$ cat config.mk
export PLATFORM = sky130hd
export DESIGN_NAME = mem_access_unit
export DESIGN_NICKNAME = d
export VERILOG_FILES = /design/src/rtl/mem_access_unit.sv
export SDC_FILE = /design/constraint.sdc
export NUM_CORES = 1
export LEC_CHECK = 0
export BUFFER_PORTS_ARGS = -buffer_cell sky130_fd_sc_hd__buf_4
export CORE_MARGIN = 3
export CORE_UTILIZATION = 42
export DETAILED_ROUTE_END_ITERATION = 6
export GPL_ROUTABILITY_DRIVEN = 1
export HOLD_SLACK_MARGIN = 0.05
export PLACE_DENSITY = 0.77
export SYNTH_ARGS = -nofsm -noshare
export SYNTH_HDL_FRONTEND = slang
export SYNTH_SLANG_ARGS = --single-unit
$ cat constraint.sdc
create_clock -name clk -period 2.3 [get_ports clk]
set_clock_uncertainty 0.2 [all_clocks]
set_input_delay 0.345 -clock clk [delete_from_list [all_inputs] [get_ports clk]]
set_output_delay 0.345 -clock clk [all_outputs]
set_load 0.1 [all_outputs]
$ cat src/rtl/mem_access_unit.sv
// Load/store unit: byte/half/word requests to a word-addressed memory; loads return after 1 cycle,
// sub-word stores take 2 cycles (read, then merged write) with req_ready low in the second.
module mem_access_unit #(
  parameter int MEM_DEPTH = 32,
  parameter int IDX_W     = 5
) (
  input  logic        clk,
  input  logic        rst_n,
  input  logic        req_valid,
  output logic        req_ready,
  input  logic        req_we,
  input  logic [1:0]  req_size,
  input  logic        req_unsigned,
  input  logic [31:0] req_addr,
  input  logic [31:0] req_wdata,
  input  logic [4:0]  req_rd,
  output logic        resp_valid,
  output logic [31:0] resp_rdata,
  output logic [4:0]  resp_rd,
  output logic        misalign_err,
  output logic        range_err,
  output logic        mem_we,
  output logic        mem_re,
  output logic [31:0] mem_addr,
  output logic [31:0] mem_wdata,
  input  logic [31:0] mem_rdata
);

  typedef enum logic {IDLE, MERGE_WR} state_t;

  localparam logic [29:0] DEPTH_W = 30'(MEM_DEPTH);

  state_t             state_q, state_d;
  logic [31:0]        merge_q, merge_d;
  logic [IDX_W-1:0]   idx_q, idx_d;
  logic               resp_valid_q, resp_valid_d;
  logic [31:0]        resp_rdata_q, resp_rdata_d;
  logic [4:0]         resp_rd_q, resp_rd_d;
  logic               misalign_q, misalign_d;
  logic               range_q, range_d;

  logic [IDX_W-1:0]   req_idx;
  logic               accept, misaligned, out_of_range;
  logic [31:0]        shifted, load_ext, merged;

  assign req_idx      = req_addr[IDX_W+1:2];
  assign accept       = req_valid & req_ready;
  assign misaligned   = (req_size == 2'b11) ||
                        (req_size == 2'b01 && req_addr[0]) ||
                        (req_size == 2'b10 && req_addr[1:0] != 2'b00);
  assign out_of_range = req_addr[31:2] >= DEPTH_W;

  // Shifting the addressed lane down to bit 0 serves byte, half and word alike.
  assign shifted = mem_rdata >> {req_addr[1:0], 3'b000};

  always_comb begin
    load_ext = shifted;
    case (req_size)
      2'b00:   load_ext = req_unsigned ? {24'h0, shifted[7:0]}  : {{24{shifted[7]}}, shifted[7:0]};
      2'b01:   load_ext = req_unsigned ? {16'h0, shifted[15:0]} : {{16{shifted[15]}}, shifted[15:0]};
      default: load_ext = shifted;
    endcase
  end

  always_comb begin
    merged = mem_rdata;
    if (req_size == 2'b00) begin
      case (req_addr[1:0])
        2'b00:   merged[7:0]   = req_wdata[7:0];
        2'b01:   merged[15:8]  = req_wdata[7:0];
        2'b10:   merged[23:16] = req_wdata[7:0];
        default: merged[31:24] = req_wdata[7:0];
      endcase
    end else if (req_addr[1]) begin
      merged[31:16] = req_wdata[15:0];
    end else begin
      merged[15:0] = req_wdata[15:0];
    end
  end

  always_comb begin
    state_d      = state_q;
    merge_d      = merge_q;
    idx_d        = idx_q;
    resp_valid_d = 1'b0;
    resp_rdata_d = resp_rdata_q;
    resp_rd_d    = 5'd0;
    misalign_d   = 1'b0;
    range_d      = 1'b0;
    req_ready    = 1'b0;
    mem_we       = 1'b0;
    mem_re       = 1'b0;
    mem_addr     = 32'd0;
    mem_wdata    = 32'd0;
    case (state_q)
      IDLE: begin
        req_ready = rst_n;
        if (accept) begin
          if (misaligned || out_of_range) begin
            // Misalignment wins when both apply; failed loads still answer with zero data.
            misalign_d = misaligned;
            range_d    = ~misaligned;
            if (!req_we) begin
              resp_valid_d = 1'b1;
              resp_rdata_d = 32'd0;
              resp_rd_d    = req_rd;
            end
          end else if (!req_we) begin
            mem_re       = 1'b1;
            mem_addr     = 32'(req_idx);
            resp_valid_d = 1'b1;
            resp_rdata_d = load_ext;
            resp_rd_d    = req_rd;
          end else if (req_size == 2'b10) begin
            mem_we    = 1'b1;
            mem_addr  = 32'(req_idx);
            mem_wdata = req_wdata;
          end else begin
            mem_re   = 1'b1;
            mem_addr = 32'(req_idx);
            merge_d  = merged;
            idx_d    = req_idx;
            state_d  = MERGE_WR;
          end
        end
      end
      MERGE_WR: begin
        mem_we    = rst_n;
        mem_addr  = 32'(idx_q);
        mem_wdata = merge_q;
        state_d   = IDLE;
      end
      default: state_d = IDLE;
    endcase
  end

  always_ff @(posedge clk) begin
    if (!rst_n) begin
      state_q      <= IDLE;
      merge_q      <= 32'd0;
      idx_q        <= '0;
      resp_valid_q <= 1'b0;
      resp_rdata_q <= 32'd0;
      resp_rd_q    <= 5'd0;
      misalign_q   <= 1'b0;
      range_q      <= 1'b0;
    end else begin
      state_q      <= state_d;
      merge_q      <= merge_d;
      idx_q        <= idx_d;
      resp_valid_q <= resp_valid_d;
      resp_rdata_q <= resp_rdata_d;
      resp_rd_q    <= resp_rd_d;
      misalign_q   <= misalign_d;
      range_q      <= range_d;
    end
  end

  assign resp_valid   = resp_valid_q;
  assign resp_rdata   = resp_rdata_q;
  assign resp_rd      = resp_rd_q;
  assign misalign_err = misalign_q;
  assign range_err    = range_q;

endmodule

# --- Yosys cells after proc, flatten, opt, wreduce, memory -nomap -nowiden ---
# Index checks and enable logic that the tools add are counted.
totals:
  output_inout_bits: 107
  ram_bits: 0
  n_memories: 0
  latch_bits: 0
  wordCells: 74
  romBits: 0
  register_bits: 78
classes:
  n_div: 0
  magnitude_cmp: 1
  mul: 0
  n_bitwise: 8
  muxes: 37
  n_shift: 1
  n_eq_ne: 5
  n_reduce_logical: 14
  addsub: 0
ops:
  columns: ["cell", "n"]
  rows:
  - ["32-bit two-way mux", 10]
  - ["32-bit case mux with 2 select lines", 3]
  - ["16-bit two-way mux", 2]
  - ["8-bit two-way mux", 4]
  - ["32-bit by 5-bit >> shifter with 32-bit output", 1]
  - ["30-bit by 6-bit >= comparator with 1-bit output, second input constant", 1]
  - ["1-bit two-way mux", 14]
  - ["5-bit two-way mux", 2]
  - ["4-bit OR reduction", 2]
  - ["1-bit NOT", 7]
  - ["2-bit == test, second input constant", 3]
  - ["3-bit OR reduction", 2]
  - ["5-bit AND reduction", 1]
  - ["2-bit by 1-bit == test with 1-bit output, second input constant", 2]
  - ["2-bit zero test", 2]
  - ["1-bit case mux with 2 select lines", 2]
  - ["1-bit logical OR", 3]
  - ["3-bit AND reduction", 1]
  - ["1-bit logical AND", 2]
  - ["2-bit nonzero test", 1]
  - ["1-bit bitwise AND", 1]

# --- Depth between registers and ports, before layout ---
depth:
  word_depth: 8
  ltp_mapped: 8

# --- Worst setup path before layout ---
# No wires, ideal clock.
synth_path:
  path_type: "in2out"
  from: "in req_addr[24]"
  to: "out mem_wdata[28]"
  arrival_ps: 2487
  path_buffers: 1
  stages: 6
  setup_slack_ps: -732
  required_ps: 1755
  cell_sequence: "nor4_1 nand3_2 nor3_4 nor4b_4 buf_6 a22o_1"
synth_between:
  elab_chain_len: 5
synth_rtl:
  columns: ["item", "line_no", "rtl"]
  rows:
  - ["start: declaration", "14", "input logic [31:0] req_addr,"]
  - ["30-bit by 6-bit >= comparator with 1-bit output", "51", "assign out_of_range = req_addr[31:2] >= DEPTH_W;"]
  - ["1-bit logical OR", "99", "if (misaligned || out_of_range) begin"]
  - ["32-bit two-way mux", "99", null]
  - ["32-bit two-way mux", "98", "if (accept) begin"]
  - ["32-bit case mux with 2 select lines", "95", "case (state_q)"]
  - ["end: declaration", "25", "output logic [31:0] mem_wdata,"]
# Every way passes these cells.

# --- Final worst setup path ---
layout_path:
  from: "reg state_q"
  to: "out mem_wdata[5]"
layout_between:
  elab_chain_len: 4
  elab_cells_between_ends: 5
  cone_classes: "mux: 3; bitwise: 2"
layout_rtl:
  columns: ["item", "line_no", "rtl"]
  rows:
  - ["start: declaration", "33", "state_t state_q, state_d;"]
  - ["start signal: assignment", "148", "state_q <= state_d;"]
  - ["1-bit two-way mux", "95", null]
  - ["1-bit bitwise AND", "47", "assign accept = req_valid & req_ready;"]
  - ["32-bit two-way mux", "98", null]
  - ["32-bit case mux with 2 select lines (*)", "95", null]
# Mark *: on every way between the ends. The rest lies on a longest branch, timed or not.

==> metrics.md <==
| Metric | Value |
|---|---|
| Final worst slack | `-344.2 ps` |
| Largest net degree at the start of global routing | `62` |
| Unique masters post-synth | `50` |
| PwrDens | `436.7 nW/µm²` |
| FF+latch area | `around 1600 µm²` |
| Die outline area | `about 12000 µm²` |
| Setup crit end kind | `output port` |
| Simple-Gate Fraction of Synth Area | `0.1765` |
| Largest family of logic cells by synthesized area | `compound AO/OA/AOI/OAI gates` |
| Final HPWL DP | `around 11000 µm` |
| DRC Markers | `0` |
| N_diodes | `0` |
| FMAX | `around 380 MHz` |
| Remaining Overflow, GRT | `0` |
| Mapped Avg Cell Area | `between 9 and 10 µm²` |
| Initial DRC Count | `273` |
| Most frequent cells in the layout | `buf_4 (178), dfxtp_1 (77), nand2_1 (64)` |
| CP required | `between 1500 and 2000 ps` |
| Fillers | `between 700 and 800` |
| Routability Congestion | `0.8786` |
| CP arrival | `around 2100 ps` |
| Longest Clk Path Bufs | `2` |
| YS warnings | `0` |
| Slew headroom | `0.5665` |
| Io pins | `215` |
| Via/cell ratio | `5.692` |
| Post-Synthesis Cells | `between 400 and 500` |
| Top Usage Layer GRT | `met2` |
| Antenna violations before repair | `0` |
| GR Layer Usage met2 | `0.4689` |
| Row count | `36` |
| Failing checks | `negative setup slack` |
| Kind of critical path | `reg -> out` |
| Design Area, Final | `7197 µm²` |
| Avg WL per Cell | `just under 20 µm` |
| Area Overhead vs Synth | `64.58%` |
| VDD IR-drop max | `~0.33 mV` |
| Final period utilization | `1.150` |
| Sw Ratio | `0.3276` |
| Ys async rst share | `0` |
| Clk pwr share | `0.333` |
| Post-Synth Adder-Cell Area | `0` |
| EDFF count, synth | `0` |
| Via total after detailed routing | `~4600` |
| First-pass GRT wire length | `~24000 µm` |
| Initial Utilization | `0.4393` |
| Multiplexer share of the synthesized area | `0.09700` |
| Setup repair after global routing missed its margin | `yes` |
| Total power | `approximately 3100 µW` |
| WHS | `79.81 ps` |
| Worst-Skew Late Latency | `340 ps` |
| Final nets | `a little under 800` |
| Delay-heaviest family, CP | `buffers and inverters` |
| Layout cells sized above 1 | `0.4539` |
| Dpl cell area | `6286 µm²` |
| H-tree Lvls | `3` |
| Critical-path cell list | `nand3b_1 > o21bai_4 > nor3_4 > nor4b_4 > buf_6 > buf_16 > a22o_4 > buf_12` |
| Fin crit period | `2644 ps` |
| Min-delay worst type | `in -> reg` |
| Total GRT Usage | `0.2672` |
| WL final | `between 15000 and 20000 µm` |
| Synthesized flop and latch total | `78` |
| IO Port Bufs | `around 190` |
| Ys flop type | `dfxtp_1` |
| Outcome | `finished with violations` |
| Pre-CTS setup slack | `-409.1 ps` |
| Worst slew pin tran | `between 600 and 700 ps` |
| Synthesized area | `4373 µm²` |
| Final ANT Viol Nets | `0` |
| CP peak stage delay | `about 320 ps` |
| Die span in y | `108.0 µm` |
| Crit path max-delay cell type | `dfxtp_2` |
| CTS Buf Count | `9` |
| Fin. Hold Viols | `0` |
| Die width | `108.0 µm` |
| Vias in the first global route | `~4700` |
| CP startpoint kind | `flop` |
| Worst path bufs/invs | `3` |
| CTS tree | `done` |
| Met1 global-route usage | `0.3303` |
| Commonest non-fill, non-tap cell in the layout | `buf_4` |
| Total iterations of the first detailed-routing run | `5` |
| Compound-Gate Fraction of Synth Area | `0.2715` |
| Final setup fails | `33` |
| Slew Viols, Final | `0` |
| MaxCap Viol Count | `0` |
| P_leak | `roughly 0.0034 µW` |
| Multi-input logic area | `2840 µm²` |
| CTS sink cnt | `between 70 and 80` |
| Sequential share of power | `0.431` |
| Combinational fraction of design power | `0.236` |
| Final Util | `0.7230` |
| CTS root buffer | `clkbuf_8` |
| Switch Pwr | `approximately 1000 µW` |
| Met3 usage | `0.03821` |
| Worst-path clk slew | `around 90 ps` |
| Core ar. | `9955 µm²` |
| XOR/XNOR Fraction of Synth Area | `0` |
| Internal | `2113 µW` |
| CP Max Fanout | `16` |
| Sequential-to-total area share from yosys stat | `0.3571` |
[Yosys cell counts (2+ instances only)]
| cell type | count | area [µm²] |
|---|---|---|
| nand3_1 | 21 | 105.1 |
| a211oi_1 | 7 | 52.55 |
| a32o_1 | 8 | 80.08 |
| nor2b_1 | 2 | 12.51 |
| o211a_1 | 16 | 160.2 |
| o21ai_1 | 7 | 35.03 |
| nor4_1 | 3 | 18.77 |
| a221o_1 | 16 | 160.2 |
| nor4_4 | 3 | 63.81 |
| buf_6 | 4 | 45.04 |
| o21ai_0 | 19 | 95.09 |
| o22a_1 | 4 | 35.03 |
| o221ai_1 | 6 | 52.55 |
| buf_4 | 28 | 210.2 |
| clkbuf_1 | 22 | 82.58 |
| a22o_1 | 37 | 324.1 |
| buf_1 | 3 | 11.26 |
| inv_1 | 3 | 11.26 |
| nor2_1 | 14 | 52.55 |
| dfxtp_1 | 78 | 1562 |
| nand2b_1 | 9 | 56.30 |
| and2_1 | 5 | 31.28 |
| o22ai_1 | 4 | 25.02 |
| mux2_2 | 9 | 101.4 |
| o2111ai_1 | 12 | 105.1 |
| o31a_1 | 2 | 17.52 |
| buf_2 | 12 | 60.06 |
| nand2_1 | 64 | 240.2 |
| mux2i_1 | 30 | 300.3 |
| nor3_1 | 4 | 20.02 |
| nor4b_4 | 2 | 47.55 |
[power groups by stage]
stage / registers [µW] / clock network, µW / logic (µW)
finish: 1350 / 1050 / 741
global route: 1360 / 1110 / 775
CTS: 1350 / 1050 / 727
detailed placement: 1390 / 0 / 709
global placement: 1390 / 0 / 695
floorplan: 1420 / 0 / 426
[cells by family (layout without fill, tap and decap cells)]
kind of cell	count (synthesis)	count (layout)
buf+inv	73	257
compound gates	144	144
flops	78	78
simple gates	137	137
other cells	1	27
mux	40	40
[layer usage]
| metal | share of wire | wire, µm |
|---|---|---|
| met1 | 0.39 | 6251 |
| met2 | 0.51 | 8079 |
| met5 | 0 | 0 |
| met3 | 0.074 | 1180 |
| met4 | 0.030 | 486 |
[registers in the layout (all words and copies together), names as in the netlist]
| register | cells |
|---|---|
| idx_q | 5 |
| misalign_err | 1 |
| resp_rd | 5 |
| resp_rdata | 32 |
| resp_valid | 1 |
| range_err | 1 |
| merge_q | 32 |
| state_q | 1 |
[final timing paths]
kind / from / end / slack [ps] / cells after the start
max: state_q / mem_wdata[5] / -340 / 8
min: mem_rdata[24] / resp_rdata[24] / 80 / 2
max reg2reg: state_q / merge_q[24] / 190 / 8
min reg2reg: idx_q[4] / idx_q[4] / 250 / 2
[layout make-up]
cell class              count  area share
multi-input cells         348      0.3946
inverters                   4    0.002086
clock inverters             6    0.009736
repair buffers            237      0.3355
well taps                 133     0.02312
clock buffers              10     0.01773
flip-flops and latches     78      0.2171
[worst register-to-register path: cells and delay by family (launching register included)]
family | cells | cell delay [ps]
flip-flops | 1 | 320
buffers and inverters | 3 | 550
AO/OA/AOI/OAI | 3 | 510
AND/OR/NAND/NOR | 2 | 480
[timing repair]
action / CTS / global route
endpoints found under the setup margin: 39 / 55
buffers inserted: 2 / 2
cloned: 2 / 0
hold endpoints to repair: 10 / 0
hold buffers: 10 / 0
resized for setup: 111 / 13
pin swaps: 0 / 0
[through the flow]
step                TNS (ps)  instances
finish                -10350        816
floorplan             -10130        499
global route          -13150        816
detailed placement    -16690        784
global placement      -12650        784
CTS                   -10280        814
(Power assumes the default switching activity.)
